$ cat config.mk
export PLATFORM = sky130hd
export DESIGN_NAME = dmx8_4bits_reg
export DESIGN_NICKNAME = d
export VERILOG_FILES = /design/src/rtl/dmx8_4bits_reg.sv
export SDC_FILE = /design/constraint.sdc
export NUM_CORES = 1
export LEC_CHECK = 0
export BUFFER_PORTS_ARGS = -buffer_cell sky130_fd_sc_hd__buf_2
export CORE_UTILIZATION = 40
export CTS_CLUSTER_SIZE = 20
export DETAILED_ROUTE_END_ITERATION = 10
export GPL_ROUTABILITY_DRIVEN = 0
export HOLD_SLACK_MARGIN = 0.1
export SYNTH_ARGS = -nofsm -noshare
export SYNTH_HDL_FRONTEND = slang
export SYNTH_SLANG_ARGS = --single-unit
$ cat constraint.sdc
create_clock -name clk -period 1.3 [get_ports clk]
set_input_delay 0.13 -clock clk [delete_from_list [all_inputs] [get_ports clk]]
set_output_delay 0.13 -clock clk [all_outputs]
set_load 0.05 [all_outputs]
$ cat src/rtl/dmx8_4bits_reg.sv
// Registered 1-to-8 demultiplexer / nibble deserializer.
// Steers each written nibble to one of eight holding registers, by explicit select or round-robin.
module dmx8_4bits_reg #(
  parameter int unsigned WIDTH = 4
) (
  input  logic             clk,
  input  logic             rst,
  input  logic [WIDTH-1:0] d,
  input  logic             s2,
  input  logic             s1,
  input  logic             s0,
  input  logic             wr_en,
  input  logic             auto,
  input  logic             clr,
  output logic [WIDTH-1:0] ya,
  output logic [WIDTH-1:0] yb,
  output logic [WIDTH-1:0] yc,
  output logic [WIDTH-1:0] yd,
  output logic [WIDTH-1:0] ye,
  output logic [WIDTH-1:0] yf,
  output logic [WIDTH-1:0] yg,
  output logic [WIDTH-1:0] yh,
  output logic [7:0]       load,
  output logic [2:0]       cnt,
  output logic             frame_done
);

  logic [WIDTH-1:0] y_q [8];
  logic [WIDTH-1:0] y_d [8];
  logic [7:0]       load_q, load_d;
  logic [2:0]       cnt_q, cnt_d;
  logic             frame_done_q, frame_done_d;
  logic [2:0]       tgt;

  always_comb begin
    tgt          = auto ? cnt_q : {s2, s1, s0};
    y_d          = y_q;
    load_d       = '0;
    cnt_d        = cnt_q;
    frame_done_d = 1'b0;
    if (clr) begin
      // clr wins over a simultaneous write; the write is dropped
      for (int i = 0; i < 8; i++) y_d[i] = '0;
      cnt_d = '0;
    end else if (wr_en) begin
      y_d[tgt] = d;
      load_d   = 8'b1 << tgt;
      if (auto) begin
        cnt_d        = cnt_q + 3'd1;
        frame_done_d = (tgt == 3'd7);
      end
    end
  end

  always_ff @(posedge clk or posedge rst) begin
    if (rst) begin
      for (int i = 0; i < 8; i++) y_q[i] <= '0;
      load_q       <= '0;
      cnt_q        <= '0;
      frame_done_q <= 1'b0;
    end else begin
      for (int i = 0; i < 8; i++) y_q[i] <= y_d[i];
      load_q       <= load_d;
      cnt_q        <= cnt_d;
      frame_done_q <= frame_done_d;
    end
  end

  assign ya         = y_q[0];
  assign yb         = y_q[1];
  assign yc         = y_q[2];
  assign yd         = y_q[3];
  assign ye         = y_q[4];
  assign yf         = y_q[5];
  assign yg         = y_q[6];
  assign yh         = y_q[7];
  assign load       = load_q;
  assign cnt        = cnt_q;
  assign frame_done = frame_done_q;

endmodule
==> results of run 1 <==
==> registers in the layout, summed over array words and instances (netlist names) <==
| name | count |
|---|---|
| ya | 4 |
| yb | 4 |
| yh | 4 |
| yd | 4 |
| ye | 4 |
| cnt | 3 |
| yg | 4 |
| yf | 4 |
| load | 8 |
| frame_done | 1 |
| yc | 4 |
==> layer usage <==
layer	global-route usage, %	up-vias
li1	-	693
met1	22.4	704
met2	25.9	28
met3	3.79	5
met4	5.03	0
met5	0	-
==> area by class of cell <==
type	instances	area, µm²	area share [%]
clock buffer	6	72.6	2.71
clock inverter	1	5.00	0.187
inverter	1	3.75	0.140
multi-input combinational	112	980	36.5
sequential	44	1100	41.2
tap	70	87.6	3.27
timing repair buffer	70	428	16.0
==> per-stage QoR <==
step	cells	setup WS [ns]
after global placement	295	0.0144
final	304	0.0290
after global routing	304	-0.0291
after floorplan	167	-0.0481
after CTS	303	0.000446
after detailed placement	295	0.00604
==> cell usage after synthesis (all sizes together) <==
cell type	instances	area [µm²]
a21oi	1	5.00
and3	1	7.51
and3b	3	30.0
and4	1	10.0
buf	6	31.3
clkbuf	4	15.0
dfrtp	44	1100
ha	1	12.5
inv	1	3.75
mux2	1	11.3
mux2i	33	343
nand2	4	15.0
nand2b	36	225
nand3	2	10.0
nor2	14	52.6
nor2b	1	6.26
nor3	1	10.0
nor3b	3	43.8
o211a	1	17.5
o211ai	7	131
xor2	2	17.5
==> what timing repair did <==
action | in CTS | in global routing
endpoints found under the setup margin | 5 | 19
resized for setup | 0 | 2
setup buffers | 0 | 1
hold endpoints to repair | 44 | 0
pin swaps | 1 | 3
cloned | 0 | 0
hold buffers | 1 | 0
==> power by group through the flow <==
stage / logic [W] / clock network [W] / registers [W]
finish: 0.000436 / 0.000807 / 0.00142
global route: 0.000468 / 0.000878 / 0.00142
CTS: 0.000436 / 0.000826 / 0.00142
detailed placement: 0.000434 / 0 / 0.00144
global placement: 0.000431 / 0 / 0.00144
floorplan: 0.000190 / 0 / 0.00155
==> logic make-up after synthesis <==
group,count (synthesis)
and+or+nand+nor,66
DFF,44
muxes,34
buffers and inverters,11
AOI/OAI and AO/OA,9
xor gates and xnor gates,2
adders and majority gates,1
==> worst register-to-register path, cell delays in order (launching register included) <==
cell and delay (ns):
dfrtp_2 0.45, and3b_2 0.27, o211ai_4 0.25, mux2i_1 0.22
==> worst paths after layout <==
| check | end | slack [ns] | depth (start not counted) |
|---|---|---|---|
| setup / recovery | yf[3] | 0.03 | 3 |
| hold / removal | cnt[1] | 0.21 | 3 |
| setup reg to reg | yf[3] | 0.03 | 3 |
| hold reg to reg | ye[2] | 0.54 | 2 |
| max in group asynchronous | cnt[1] | 0.66 | 4 |
| min in group asynchronous | cnt[2] | 0.41 | 4 |
==> results.yml, run 1 <==
sta:
  hold_slack_ns: 0.208
  tightest_slew_ns: 0.382
  fin_skew_ns: 0.00717
  final-max-slew-violation-count: 0
  fin_crit_sh_pct: 97.8
  setup_viol: 0
  fmax_mhz: 787
  hold_viol_final: 0
  rsz0062_at_grt: "yes"
  max_slew_margin_pct: 74.5
  setup_tns_ns: 0
  fin_crit_ns: 1.27
finish:
  area_growth_pct: 27.7
  design_area_um2: 2680
  num-fill-cells: 487
  most-common-layout-cells: "buf_2 (55), dfrtp_1 (41), nand2b_1 (36)"
  layout-drive-gt1-share_pct: 41.5
  layout.nets: 247
  final_common_cell: "buf_2"
  final_util_pct: 52.8
  antenna_cells: 0
worst_hold_path:
  hp-class: "input port to flop"
  hp-start: "wr_en"
yosys:
  yosys_register_bits: 44
  synthDistinctLibCells: 26
  synth_simple_gate_area_share_pct: 19.5
  synth-compound-area-share_pct: 7.33
  synth_area_um2: 2100
  ys_seq_area_share_pct: 52.4
  netlist_instances: 167
  synth_top_family_by_area: "simple AND/OR/NAND/NOR gates"
  avgSynthCellArea_um2: 12.6
  synth_nets: 180
  yosys_warnings: 0
  synthAdderAreaFrac_pct: 0.596
  yosys.area_share.xor_xnor_pct: 0.834
  muxShareOfSynthArea_pct: 16.9
cts:
  root_buffer: "clkbuf_8"
  clk_latency_ns: 0.29
  cts.sink_count: 44
  cts.htree.levels: 2
  cts_buffers: 5
  clockBufferDepth: 2
  clk_pin_slew_ns: 0.08
  cts_tree: "built"
power_and_ir_drop:
  power_frac_comb_pct: 16.4
  total_power_w: 0.00266
  p_sw_share_pct: 28.0
  power.internal_w: 0.00192
  p_seq_share_pct: 53.3
  power.share.clock_pct: 30.3
  power.density_nw_per_um2: 992
  ir_drop_mv: 0.509
  switchingPower_w: 0.000744
  p_leak_nw: 1.47
global_routing:
  antenna_found_initial: 0
  grt_max_degree: 45
  grt_pass1_wl_mm: 6.73
  grt_pass1_vias: 1325
  grt_overflow: 0
  grtUsageTotal_pct: 16.4
routing:
  ant_nets: 0
  routed-wl-met2_mm: 2.06
  drt-initial-drc-count: 31
  wl_mm: 4.31
  drc: 0
  first_pass_iters: 4
  wl_met3_um: 125
  wl_met1_mm: 2.08
  wl_per_cell_um: 14.2
  vias: 1430
  routed_via_density: 4.70
  highest_layer: "met4"
worst_setup_path:
  cp_top_family: "flip-flops"
  crit_path_top_delay_cell: "dfrtp_2"
  critPathBufInv: 0
  critPathMaxStageDelay_ns: 0.45
  crit_arrival_ns: 1.48
  cp_cell_sequence: "and3b_2 > o211ai_4 > mux2i_1"
  crit_type: "flop to flop"
  worstPathRequired_ns: 1.51
  path_max_fanout: 5
  crit_path_end_kind: "flop"
  reg2reg_from: "cnt[0]"
  start_kind: "flop"
  crit_start: "cnt[0]"
placement:
  dpl_cell_area_um2: 2570
  portBuffers: 55
  dp_hpwl_mm: 3.03
floorplanning:
  pin_count: 56
  core_um2: 5070
  die_w_um: 74.5
  die_y_um: 74.5
  die_area_um2: 5540
  initial_utilization_pct: 41.4
  rows: 26
status:
  outcome: "completed"
flow_run:
  drv_cap: 0
Power figures use the tool's default switching activity.
==> inputs of run 2 (changes only) <==
RECOVER_POWER = 50   (was default)
==> results.yml, run 2 (same netlist as run 1, synthesis figures left out) <==
worst_setup_path:
  critPathMaxStageDelay_ns: 0.45
  reg2reg_depth: 3
  start_kind: "flop"
  reg2reg_from: "cnt[0]"
  path_max_fanout: 5
  crit_path_top_delay_cell: "dfrtp_2"
  worstPathRequired_ns: 1.51
  crit_arrival_ns: 1.48
  cp_cell_sequence: "and3b_2 > o211ai_4 > mux2i_1"
  reg2reg_to: "yf[3]"
  crit_path_end_kind: "flop"
  crit_start: "cnt[0]"
  crit_end: "yf[3]"
  r2r_slack_ns: 0.03
  crit_type: "flop to flop"
floorplanning:
  rows: 26
  die_area_um2: 5540
  die_w_um: 74.5
  core_um2: 5070
  die_y_um: 74.5
  pin_count: 56
  initial_utilization_pct: 41.4
sta:
  setup_viol: 0
  fin_crit_sh_pct: 97.6
  fin_crit_ns: 1.27
  tightest_slew_ns: 0.602
  hold_viol_final: 0
  final-max-slew-violation-count: 0
  fin_skew_ns: 0.00572
  setup_tns_ns: 0
  fmax_mhz: 788
  rsz0062_at_grt: "yes"
  max_slew_margin_pct: 59.9
power_and_ir_drop:
  switchingPower_w: 0.000746
  p_seq_share_pct: 53.3
  power_frac_comb_pct: 16.2
  p_leak_nw: 1.47
  p_sw_share_pct: 28.1
  power.internal_w: 0.00191
  power.share.clock_pct: 30.5
  power.density_nw_per_um2: 996
  total_power_w: 0.00266
  ir_drop_mv: 0.509
routing:
  highest_layer: "met4"
  drc: 0
  vias: 1431
  wl_mm: 4.31
  drt-initial-drc-count: 31
  wl_met3_um: 125
  wl_per_cell_um: 14.2
  routed_via_density: 4.71
  routed-wl-met2_mm: 2.06
  ant_nets: 0
  first_pass_iters: 4
  wl_met1_mm: 2.08
finish:
  most-common-layout-cells: "buf_2 (55), dfrtp_1 (41), nand2b_1 (36)"
  final_util_pct: 52.6
  area_growth_pct: 27.1
  final_common_cell: "buf_2"
  largest_reg_flops: 8
  layout.nets: 247
  antenna_cells: 0
  layout-drive-gt1-share_pct: 41.5
worst_hold_path:
  holdPathStages: 3
  hp-class: "input port to flop"
global_routing:
  grt_max_degree: 45
  grt_pass1_vias: 1325
  grt_overflow: 0
  antenna_found_initial: 0
  grtUsageTotal_pct: 16.4
  grt_pass1_wl_mm: 6.73
cts:
  clk_pin_slew_ns: 0.08
  cts.htree.levels: 2
  cts.sink_count: 44
  clk_latency_ns: 0.29
  cts_buffers: 5
  clockBufferDepth: 2
  root_buffer: "clkbuf_8"
  cts_tree: "built"
placement:
  portBuffers: 55
  dp_hpwl_mm: 3.03
flow_run:
  drv_cap: 0
status:
  outcome: "completed"
[run 2: cell types whose count changed in the layout (fill, tap and decap cells not counted)]
cell,delta
clkbuf_4,+1
buf_12,-1
[run 2: power by group through the flow]
stage               logic [W]  clock network, W  registers (W)
detailed placement   0.000434                 0        0.00144
floorplan            0.000190                 0        0.00155
finish               0.000431          0.000810        0.00142
CTS                  0.000436          0.000826        0.00142
global route         0.000462          0.000878        0.00142
global placement     0.000431                 0        0.00144
[run 2: worst min-delay path by stage]
stage                         end  startpoint  slack (ns)
final                      cnt[1]       wr_en        0.21
after global routing       cnt[1]       wr_en        0.24
after CTS                  cnt[1]       wr_en        0.20
after detailed placement  load[1]         rst        0.19
after global placement    load[1]         rst        0.18
after floorplan             yc[0]       wr_en        0.35
[run 2: layer usage]
metal  global-route usage [%]  vias up
met1                     22.4      705
met3                     3.79        5
met2                     25.9       28
li1                         -      693
met4                     5.03        0
met5                        0        -
[run 2: what timing repair did]
item | in CTS | in global routing
resized for setup | 0 | 2
endpoints found under the setup margin | 5 | 19
hold endpoints to repair | 44 | 0
pin swaps | 1 | 3
setup buffers | 0 | 1
hold buffers | 1 | 0
[run 2: critical path: cells and delay by family (launching register included)]
family           cells  cell delay [ns]
flip-flops           1             0.45
AND/OR/NAND/NOR      1             0.27
AO/OA/AOI/OAI        1             0.25
multiplexers         1             0.21
[run 2: layout make-up]
type                    count  area (µm²)
clock buffers               6        72.6
clock inverters             1        5.00
fillers                   489        2410
inverters                   1        3.75
multi-input cells         112         980
flip-flops and latches     44        1100
well taps                  70        87.6
repair buffers             70         415
[run 2: stage by stage]
stage | instances | area [µm²] | setup WS (ns) | hold slack [ns]
after global routing | 304 | 2670 | -0.0291 | 0.243
after global placement | 295 | 2570 | 0.0144 | 0.185
after floorplan | 167 | 2120 | -0.0481 | 0.350
after CTS | 303 | 2660 | 0.000446 | 0.200
after detailed placement | 295 | 2570 | 0.00604 | 0.186
final | 304 | 2670 | 0.0307 | 0.208
==> inputs of run 3 (changes only) <==
MAX_ROUTING_LAYER = met4   (was default)
==> results.yml, run 3 (same netlist as run 1, synthesis figures left out) <==
status:
  outcome: "completed"
routing:
  wl_per_cell_um: 14.2
  vias: 1426
  wl_met1_mm: 2.08
  drt-initial-drc-count: 36
  routed_via_density: 4.69
  ant_nets: 0
  drc: 0
  highest_layer: "met4"
  wl_mm: 4.32
  first_pass_iters: 4
  wl_met3_um: 121
  routed-wl-met2_mm: 2.10
placement:
  dp_hpwl_mm: 3.03
  portBuffers: 55
  preCtsSetupSlack_ns: 0.00604
worst_setup_path:
  path_max_fanout: 5
  cp_top_family: "flip-flops"
  crit_arrival_ns: 1.48
  crit_path_end_kind: "flop"
  critPathMaxStageDelay_ns: 0.45
  worstPathRequired_ns: 1.51
  cp_cell_sequence: "and3b_2 > o211ai_4 > mux2i_1"
  critPathBufInv: 0
  crit_path_top_delay_cell: "dfrtp_2"
  start_kind: "flop"
  crit_type: "flop to flop"
sta:
  fmax_mhz: 787
  fin_skew_ns: 0.00619
  fin_crit_ns: 1.27
  final-max-slew-violation-count: 0
  max_slew_margin_pct: 60.4
  timing.final.ws_setup_ns: 0.0300
  setup_viol: 0
  rsz0062_at_grt: "yes"
  fin_crit_sh_pct: 97.7
  hold_slack_ns: 0.212
  hold_viol_final: 0
  tightest_slew_ns: 0.594
global_routing:
  grtUsageTotal_pct: 17.0
  grt_pass1_vias: 1320
  antenna_found_initial: 0
  grt_pass1_wl_mm: 6.73
  grt_overflow: 0
  grt_max_degree: 45
cts:
  clk_latency_ns: 0.29
  cts_buffers: 5
  cts.sink_count: 44
  cts.htree.levels: 2
  cts_tree: "built"
  clk_pin_slew_ns: 0.08
  clockBufferDepth: 2
  root_buffer: "clkbuf_8"
finish:
  final_common_cell: "buf_2"
  seqCellArea_um2: 1100
  largest_reg_flops: 8
  layout-drive-gt1-share_pct: 41.5
  layout.nets: 247
  num-fill-cells: 489
  most-common-layout-cells: "buf_2 (55), dfrtp_1 (41), nand2b_1 (36)"
  multi_input_area_um2: 980
  antenna_cells: 0
  area_growth_pct: 27.1
worst_hold_path:
  hp-class: "input port to flop"
power_and_ir_drop:
  ir_drop_mv: 0.505
  p_leak_nw: 1.47
  power.density_nw_per_um2: 993
  total_power_w: 0.00265
floorplanning:
  initial_utilization_pct: 41.4
  die_y_um: 74.5
  core_um2: 5070
  pin_count: 56
  rows: 26
  die_area_um2: 5540
  die_w_um: 74.5
flow_run:
  drv_cap: 0
run 3: worst paths after layout:
path                       startpoint      to  cells after the start  slack, ns
setup reg to reg               cnt[0]   yf[3]                      3       0.03
setup / recovery               cnt[0]   yf[3]                      3       0.03
max in group asynchronous         rst  cnt[1]                      4       0.32
hold / removal                  wr_en  cnt[1]                      3       0.21
min in group asynchronous         rst  cnt[2]                      4       0.55
hold reg to reg                 ye[2]   ye[2]                      2       0.54
run 3: through the flow:
stage          setup TNS, ns  utilization, %  instance area, µm²  std cells
6_report                   0            52.6                2670        304
5_1_grt               -0.115            52.6                2670        304
4_1_cts                    0            52.4                2660        303
3_5_place_dp               0            50.7                2570        295
3_3_place_gp               0            50.7                2570        295
2_1_floorplan          -1.01               -                2120        167
run 3: area by class of cell:
cell class / count / area share (%)
Multi-Input combinational cell: 112 / 36.7
Tap cell: 70 / 3.28
Clock inverter: 1 / 0.188
Timing Repair Buffer: 70 / 15.6
Sequential cell: 44 / 41.4
Clock buffer: 6 / 2.72
Inverter: 1 / 0.141
run 3: layer usage:
layer / GRT usage, % / vias up
li1: - / 691
met1: 22.4 / 705
met2: 25.9 / 28
met3: 4.20 / 2
met4: 5.03 / 0
met5: - / -
run 3: what timing repair did:
| action | 4_1_cts | 5_1_grt |
|---|---|---|
| resized for setup | 0 | 2 |
| pin swaps | 1 | 3 |
| hold buffers | 1 | 0 |
| endpoints found under the hold margin | 44 | 0 |
| setup buffers | 0 | 1 |
| setup endpoints to repair | 5 | 19 |
run 3: worst reg2reg max path: stages, from the launching register on:
cell      delay, ns
dfrtp_2        0.45
and3b_2        0.27
o211ai_4       0.25
mux2i_1        0.22
run 3: report_power, final:
part / switching, W / internal (W)
Sequential: 0.0000198 / 0.00140
Combinational: 0.000282 / 0.000149
Clock: 0.000436 / 0.000366
